--- src/rtl/oscillator.sv ---
// Phase-accumulator oscillator: sawtooth, square, triangle and LFSR noise voices.
// Output is registered from the pre-update phase (one sample of latency).
module oscillator #(
  parameter int BITDEPTH    = 12,
  parameter int BITFRACTION = 12
) (
  input  logic                                sample_clock,
  input  logic                                rst,
  input  logic [BITDEPTH+BITFRACTION-4:0]     increment,
  input  logic [3:0]                          voice_select,
  output logic [BITDEPTH-1:0]                 out
);

  localparam int ACCW  = BITDEPTH + BITFRACTION;
  localparam int LFSRW = 23;
  localparam logic [LFSRW-1:0] LFSR_SEED = 23'h000001;

  logic [ACCW-1:0]     phase_q, phase_d;
  logic [LFSRW-1:0]    lfsr_q, lfsr_d;
  logic [BITDEPTH-1:0] out_q, out_d;
  logic [BITDEPTH-1:0] tri_field;
  logic                wrap;

  always_comb begin
    {wrap, phase_d} = {1'b0, phase_q} + {4'b0000, increment};

    // Noise advances once per phase wrap, independent of the selected voice.
    lfsr_d = lfsr_q;
    if (wrap) begin
      lfsr_d = {lfsr_q[LFSRW-2:0], lfsr_q[22] ^ lfsr_q[17]};
    end

    tri_field = phase_q[ACCW-2 -: BITDEPTH];

    out_d = {1'b1, {(BITDEPTH-1){1'b0}}};
    case (voice_select)
      4'd1:    out_d = phase_q[ACCW-1 -: BITDEPTH];
      4'd2:    out_d = {BITDEPTH{phase_q[ACCW-1]}};
      4'd3:    out_d = phase_q[ACCW-1] ? ~tri_field : tri_field;
      4'd4:    out_d = lfsr_q[LFSRW-1 -: BITDEPTH];
      default: out_d = {1'b1, {(BITDEPTH-1){1'b0}}};
    endcase
  end

  always_ff @(posedge sample_clock or posedge rst) begin
    if (rst) begin
      phase_q <= '0;
      lfsr_q  <= LFSR_SEED;
      out_q   <= '0;
    end else begin
      phase_q <= phase_d;
      lfsr_q  <= lfsr_d;
      out_q   <= out_d;
    end
  end

  assign out = out_q;

endmodule

--- config.mk ---
export PLATFORM = sky130hd
export DESIGN_NAME = oscillator
export DESIGN_NICKNAME = d
export VERILOG_FILES = /design/src/rtl/oscillator.sv
export SDC_FILE = /design/constraint.sdc
export NUM_CORES = 1
export LEC_CHECK = 0
export ABC_AREA = 1
export BUFFER_PORTS_ARGS = -buffer_cell sky130_fd_sc_hd__buf_2
export CAP_MARGIN = 15
export CORE_UTILIZATION = 62
export DETAILED_ROUTE_END_ITERATION = 8
export PLACE_DENSITY = 0.94
export SLEW_MARGIN = 30
export SYNTH_ARGS = -nofsm -noshare
export SYNTH_HDL_FRONTEND = slang
export SYNTH_SLANG_ARGS = --single-unit
export TNS_END_PERCENT = 10
--- constraint.sdc ---
create_clock -name sample_clock -period 3.3 [get_ports sample_clock]
set_input_delay 0.495 -clock sample_clock [delete_from_list [all_inputs] [get_ports sample_clock]]
set_output_delay 0.495 -clock sample_clock [all_outputs]
set_load 0.02 [all_outputs]
# Word level (Yosys, flattened, before mapping)
# Index checks and enable logic that the tools add are counted.
# word_totals
regBits	59
wordCells	12
# op_classes
n_addsub	1
eq_ne	4
n_mux	2
bitwise_logic	2
# ops
operator	count
12-bit case mux with 4 select lines	1
24-bit by 21-bit adder with 25-bit output	1
12-bit two-way mux	1
12-bit NOT	1
4-bit by 2-bit == test with 1-bit output, second input constant	2
4-bit by 1-bit == test with 1-bit output, second input constant	1
4-bit by 3-bit == test with 1-bit output, second input constant	1
1-bit XOR	1

# Depth between registers and ports, before layout
# Gate-level depths: netlist (run 1).
# logic_depth
depth_word	3
depth_mapped	12
ltp_nobuf	11

# Worst setup path before layout (run 1)
# Ideal clock, no wire load.
# synth_path
kind	input-to-reg
startpoint	in increment[0]
endpoint	reg lfsr_q[12]
arrival_ns	1.912
required_time_ns	3.183
path_slack_ns	1.271
cell_stages	11
n_path_buf	1
path_cell_list	ha_1 -> fa_1 -> nand2_1 -> nand2_1 -> nand3_1 -> nand2_1 -> nand2_4 -> nand3_4 -> buf_6 -> nand2_1 -> nand2_1
# synth_between
elab_chain_cells	1
# synth_rtl
element	line_no	rtl
start, declared	9	input logic [BITDEPTH+BITFRACTION-4:0] increment,
24-bit by 21-bit adder with 25-bit output	25	{wrap, phase_d} = {1'b0, phase_q} + {4'b0000, increment};
end signal, assigned	52	lfsr_q <= lfsr_d;
end, declared	19	logic [LFSRW-1:0] lfsr_q, lfsr_d;
# No other way between the ends.
# A chain may end at the register's enable or synchronous reset.

# Worst setup path in the final report (run 1)
# layout_path
startpoint	reg phase_q[23]
endpoint	reg lfsr_q[20]
# layout_between
elab_chain_cells	1
# layout_rtl
element	line_no	rtl
start, declared	18	logic [ACCW-1:0] phase_q, phase_d;
start signal, assigned	51	phase_q <= phase_d;
24-bit by 21-bit adder with 25-bit output	25	
# No other way between the ends.

==> impl_metrics.py, run 1 <==
metrics = {
    "run_status": {
        "status": "finished, final reports clean",
    },
    "cts": {
        "postCtsHoldBufs": 0,
        "clockBufferDepth": 2,
        "cts_setup_buffers": 0,
        "cts_root_buf": "clkbuf_8",
        "clock-sinks": 59,
        "clkTransAtPathRegs_ns": 0.07,
        "numCtsBuffers": 9,
        "cts_tree": "built",
        "cts_resized": 0,
        "htree_levels": 3,
        "clkLatencyLatePin_ns": 0.35,
    },
    "synth": {
        "yosys.area.top_type": "dfrtp_1",
        "syn_area_um2": 4070,
        "synth.distinct_cells": 30,
        "yosysTopAreaCellShare": 0.357,
        "syn-instance-count": 589,
        "ys_seq_elements": 59,
        "syn_area_per_cell_um2": 6.90,
        "syn_nets": 639,
        "ys_seq_area_frac": 0.363,
        "synth.area.top_cells": "dfrtp_1 (36%), nand2_1 (23%), inv_1 (7.1%)",
        "ys_warn_count": 0,
    },
    "die": {
        "die_x_um": 83.0,
        "core_um2": 6350,
        "die_y_um": 83.0,
        "io_pins": 39,
        "initial_core_util": 0.640,
        "fp-row-count": 29,
        "dieArea_um2": 6880,
    },
    "power": {
        "p_leak_nw": 2.67,
        "power_density_nw_per_um2": 798,
        "ir_drop_mv": 0.496,
    },
    "setup_path": {
        "critical_path_peak_fanout": 23,
        "crit_buf_inv": 2,
        "cp-endpoint": "lfsr_q[20]$_DFFE_PP0P_",
        "worstPathCellList": "ha_1 > inv_1 > nor2_8 > nand2_4 > clkinv_1 > nand2_1 > nand3_4 > nand2_1 > nand2_1",
        "critical_path.top_delay_family": "simple AND/OR/NAND/NOR gates",
        "timing.rr.start": "phase_q[23]$_DFF_PP0_",
        "crit_arrival_ns": 2.61,
        "critPathSlowestCell": "dfrtp_1",
        "worstReg2RegEnd": "lfsr_q[20]$_DFFE_PP0P_",
        "cp.depth": 9,
        "crit_path_start": "phase_q[23]$_DFF_PP0_",
        "worstRegToRegCells": 9,
        "path_class": "reg -> reg",
        "worst_path_most_repeated_cell": "nand2_1",
        "cp-start-kind": "flip-flop",
        "r2r_slack_ns": 0.92,
        "worst_setup_path_end_kind": "flip-flop",
        "cp_slowest_stage_delay_ns": 0.65,
        "required_ns": 3.53,
    },
    "grt": {
        "antenna_found_initial": 0,
        "grt_pass1_vias": 3715,
        "grt_pass1_wl_um": 16300,
        "grt.overflow.total": 0,
        "grt_util_all_layers": 0.294,
        "grt_max_degree": 26,
    },
    "timing": {
        "max_freq_ghz": 0.420,
        "setup_violations": 0,
        "relSlewSlack": 0.483,
        "tns_ns": 0,
        "finalHoldViolations": 0,
        "finalMaxSlewViolations": 0,
        "fin_crit_sh": 0.721,
        "hold_ws_ns": 0.172,
        "fin_worst_skew_ns": 0.00828,
        "rsz0062_at_grt": "false",
        "worstMarginPinSlew_ns": 0.772,
        "min_period_ns": 2.38,
    },
    "cells_and_area": {
        "drive_above_1_share": 0.133,
        "fin_area_um2": 4500,
        "finish.utilization": 0.709,
        "layout_common_cells": "nand2_1 (249), inv_1 (76), dfrtp_1 (58), nand4_1 (40), buf_2 (38)",
        "area_growth_pct": 10.8,
        "diodes": 0,
        "final_common_cell": "nand2_1",
        "finalNonFillerCells": 710,
        "nets": 678,
    },
    "route": {
        "wl_per_cell_um": 13.6,
        "ant_nets": 0,
        "drcViolationCount": 0,
        "firstDrtPassIters": 5,
        "routed_wl_um": 9670,
        "drt-initial-drc-count": 262,
        "vias": 3906,
        "vias_per_cell": 5.50,
    },
    "placement": {
        "io_buffers": 38,
        "place_area_um2": 4300,
        "globalplace.congestion": 1.00,
        "dp_hpwl_um": 7190,
        "place_inst": 694,
    },
    "min_path": {
        "hold_class": "in -> async",
    },
    "flow_run": {
        "maxCapViolCount": 0,
    },
}
## flip-flops by register name, summed over array words and instances (netlist names)
| register | cells |
|---|---|
| phase_q | 24 |
| out | 12 |
| lfsr_q | 23 |
## final cells by class
class	count	area (µm²)
inverters	85	319
well taps	77	96.3
multi-input cells	431	2190
clock inverters	3	20.0
fillers	483	1850
clock buffers	13	179
flip-flops and latches	59	1480
repair buffers	42	220
## power by group
part	total (mW)	switching [mW]	internal [mW]	leakage, nW
Sequential	1.09	0.181	0.909	0.761
Clock	0.648	0.295	0.353	0.0977
Combinational	1.86	1.20	0.656	1.82
## Yosys cell counts (all sizes together)
cell    count
ha         22
nand3b      2
nor2       39
fa          1
nand2     253
clkinv      2
dfstp       1
o21ai       2
buf        10
nand4      40
nand3      31
xor2       18
dfrtp      58
clkbuf      4
nor3        1
or2         8
inv        83
nor3b       1
and2        1
a21oi      12
## worst reg2reg max path: cells and delay by family, from the launching register on
family / cells / cell delay, ns
adders and majority gates: 1 / 0.34
DFF: 1 / 0.65
buffers and inverters: 2 / 0.22
and+or+nand+nor: 6 / 1.06
## logic make-up (layout without fill, tap and decap cells)
logic type / count (synthesis) / after routing / synth area share
and+or+nand+nor: 376 / 376 / 0.408
AOI/OAI and AO/OA: 14 / 14 / 0.0200
buffers and inverters: 99 / 143 / 0.0976
xor gates and xnor gates: 18 / 18 / 0.0388
DFF: 59 / 59 / 0.363
adders and majority gates: 23 / 23 / 0.0726
## how the worst min path moves through the flow
stage                                      from                     end  slack (ns)  cells after the start
after floorplan           lfsr_q[9]$_DFFE_PP0P_  lfsr_q[10]$_DFFE_PP0P_        0.44                      2
after global placement     phase_q[0]$_DFF_PP0_    phase_q[0]$_DFF_PP0_        0.45                      1
after detailed placement   phase_q[0]$_DFF_PP0_    phase_q[0]$_DFF_PP0_        0.46                      1
after CTS                                   rst    phase_q[6]$_DFF_PP0_        0.18                      2
after global routing                        rst    phase_q[2]$_DFF_PP0_        0.21                      2
final                                       rst    phase_q[6]$_DFF_PP0_        0.17                      2
## per-layer routing
layer | GRT usage | vias to the layer above | wire [µm]
met1 | 0.373 | 1797 | 4070
met2 | 0.493 | 163 | 4760
li1 | - | 1919 | -
met3 | 0.0676 | 27 | 606
met4 | 0.105 | 0 | 231
met5 | 0 | - | 0
## per-stage QoR
stage          power, mW  worst slack (ns)
4_1_cts             3.56             0.946
5_1_grt             3.87             0.760
2_1_floorplan       2.49              1.27
3_5_place_dp        2.90             0.717
3_3_place_gp        2.82             0.846
6_report            3.59             0.921
Note: power is estimated with default switching activity, not from simulation.
==> run 2, diff against run 1 <==
--- a/config.mk
+++ b/config.mk
@@ -8,9 +8,9 @@
 export ABC_AREA = 1
 export BUFFER_PORTS_ARGS = -buffer_cell sky130_fd_sc_hd__buf_2
 export CAP_MARGIN = 15
-export CORE_UTILIZATION = 62
+export CORE_UTILIZATION = 60
 export DETAILED_ROUTE_END_ITERATION = 8
-export PLACE_DENSITY = 0.94
+export PLACE_DENSITY = 0.92
 export SLEW_MARGIN = 30
 export SYNTH_ARGS = -nofsm -noshare
 export SYNTH_HDL_FRONTEND = slang
==> constraint.sdc (replaced) <==
create_clock -name sample_clock -period 2.23 [get_ports sample_clock]
set_input_delay 0.3345 -clock sample_clock [delete_from_list [all_inputs] [get_ports sample_clock]]
set_output_delay 0.3345 -clock sample_clock [all_outputs]
set_load 0.02 [all_outputs]
==> impl_metrics.py, run 2 (synthesized netlist as in run 1, its figures left out) <==
metrics = {
    "setup_path": {
        "crit_buf_inv": 0,
        "cp-endpoint": "lfsr_q[12]$_DFFE_PP0P_",
        "path_class": "reg -> reg",
        "worstRegToRegCells": 10,
        "worstReg2RegEnd": "lfsr_q[12]$_DFFE_PP0P_",
        "cp.depth": 10,
        "critPathSlowestCell": "fa_2",
        "timing.rr.start": "phase_q[0]$_DFF_PP0_",
        "worst_setup_path_end_kind": "flip-flop",
        "critical_path.top_delay_family": "simple AND/OR/NAND/NOR gates",
        "crit_path_start": "phase_q[0]$_DFF_PP0_",
        "worstPathCellList": "ha_1 > fa_2 > nand2_1 > nand2_1 > nand3_1 > nand2_1 > nand2_4 > nand3_4 > nand2_1 > nand2_1",
        "worst_path_most_repeated_cell": "nand2_1",
        "cp-start-kind": "flip-flop",
        "crit_arrival_ns": 2.36,
        "cp_slowest_stage_delay_ns": 0.39,
        "r2r_slack_ns": 0.11,
        "critical_path_peak_fanout": 12,
        "required_ns": 2.47,
    },
    "placement": {
        "place_area_um2": 4350,
        "dp_hpwl_um": 7280,
        "place_inst": 698,
        "globalplace.congestion": 0.986,
        "io_buffers": 38,
    },
    "grt": {
        "antenna_found_initial": 0,
        "grt_max_degree": 36,
        "grt_pass1_vias": 3848,
        "grt.overflow.total": 0,
        "grt_pass1_wl_um": 17300,
        "grt_util_all_layers": 0.310,
    },
    "route": {
        "routed_wl_um": 10400,
        "vias": 4019,
        "firstDrtPassIters": 7,
        "wl_per_cell_um": 14.5,
        "drcViolationCount": 2,
        "drt-initial-drc-count": 231,
        "ant_nets": 0,
        "vias_per_cell": 5.62,
    },
    "power": {
        "ir_drop_mv": 0.782,
        "p_leak_nw": 2.72,
        "power_density_nw_per_um2": 1190,
        "power_mw": 5.43,
    },
    "cells_and_area": {
        "largest_reg_flops": 24,
        "area_growth_pct": 12.3,
        "nets": 683,
        "top_register": "phase_q",
        "diodes": 0,
        "final_common_cell": "nand2_1",
        "fin_area_um2": 4560,
        "drive_above_1_share": 0.139,
        "finalNonFillerCells": 715,
        "layout_common_cells": "nand2_1 (249), inv_1 (76), dfrtp_1 (58), nand4_1 (40), buf_2 (38)",
        "fill_cells": 513,
        "finish.utilization": 0.707,
    },
    "cts": {
        "cts_root_buf": "clkbuf_8",
        "numCtsBuffers": 9,
        "postCtsHoldBufs": 0,
        "htree_levels": 3,
        "clockBufferDepth": 2,
        "clkLatencyLatePin_ns": 0.35,
        "clkTransAtPathRegs_ns": 0.07,
        "cts_tree": "built",
        "clock-sinks": 59,
    },
    "min_path": {
        "hold_class": "in -> async",
    },
    "timing": {
        "fin_worst_skew_ns": 0.0107,
        "rsz0062_at_grt": "false",
        "relSlewSlack": 0.694,
        "setup_violations": 0,
        "finalMaxSlewViolations": 0,
        "min_period_ns": 2.12,
        "finalHoldViolations": 0,
        "fin_crit_sh": 0.952,
        "max_freq_ghz": 0.471,
        "worstMarginPinSlew_ns": 0.457,
        "tns_ns": 0,
    },
    "die": {
        "io_pins": 39,
        "core_um2": 6460,
        "fp-row-count": 29,
        "dieArea_um2": 7110,
        "die_y_um": 84.3,
        "die_x_um": 84.3,
        "initial_core_util": 0.629,
    },
    "flow_run": {
        "maxCapViolCount": 0,
    },
    "run_status": {
        "violations": "design-rule violations",
        "status": "finished, violations left",
    },
}
==> run 2: how the worst min path moves through the flow <==
stage                                     start                      to  slack (ns)
after CTS                                   rst    phase_q[3]$_DFF_PP0_        0.05
final                                       rst    phase_q[8]$_DFF_PP0_        0.04
after detailed placement                    rst    phase_q[6]$_DFF_PP0_        0.42
after global placement                      rst    phase_q[6]$_DFF_PP0_        0.42
after global routing                        rst   phase_q[11]$_DFF_PP0_        0.07
after floorplan           lfsr_q[9]$_DFFE_PP0P_  lfsr_q[10]$_DFFE_PP0P_        0.44
==> run 2: worst min-delay path, cell delays in order <==
cell,delay [ns]
buf_2,0.10
inv_2,0.04
buf_4,0.31
==> run 2: power by group <==
group          switching, mW  internal (mW)
combinational           1.87          0.990
clock                  0.454          0.541
sequential             0.230           1.35
==> run 2: area by class of cell <==
| cell class | count | area, µm² | share of cell area |
|---|---|---|---|
| well taps | 77 | 96.3 | 0.0211 |
| repair buffers | 46 | 267 | 0.0584 |
| flip-flops and latches | 59 | 1480 | 0.324 |
| inverters | 85 | 319 | 0.0699 |
| multi-input cells | 432 | 2210 | 0.484 |
| clock buffers | 11 | 141 | 0.0310 |
| clock inverters | 5 | 52.6 | 0.0115 |
==> run 2: repair_timing <==
| item | CTS | global route |
|---|---|---|
| gates resized for setup | 0 | 3 |
| endpoints found under the setup margin | 1 | 23 |
| hold endpoints to repair | 0 | 0 |
| setup buffers | 0 | 0 |
| cloned | 1 | 0 |
==> run 2: metal layers <==
| layer | vias up | wire, µm | GRT usage |
|---|---|---|---|
| met3 | 26 | 897 | 0.0669 |
| met1 | 1837 | 4140 | 0.386 |
| met5 | - | 0 | 0 |
| li1 | 1936 | - | - |
| met4 | 0 | 274 | 0.132 |
| met2 | 220 | 5080 | 0.522 |
==> run 2: through the flow <==
step | setup WS (ns) | hold WS (ns)
2_1_floorplan | 0.361 | 0.442
3_3_place_gp | 0.110 | 0.416
3_5_place_dp | 0.00271 | 0.420
4_1_cts | 0.000819 | 0.0470
5_1_grt | 0.00616 | 0.0724
6_report | 0.106 | 0.0361
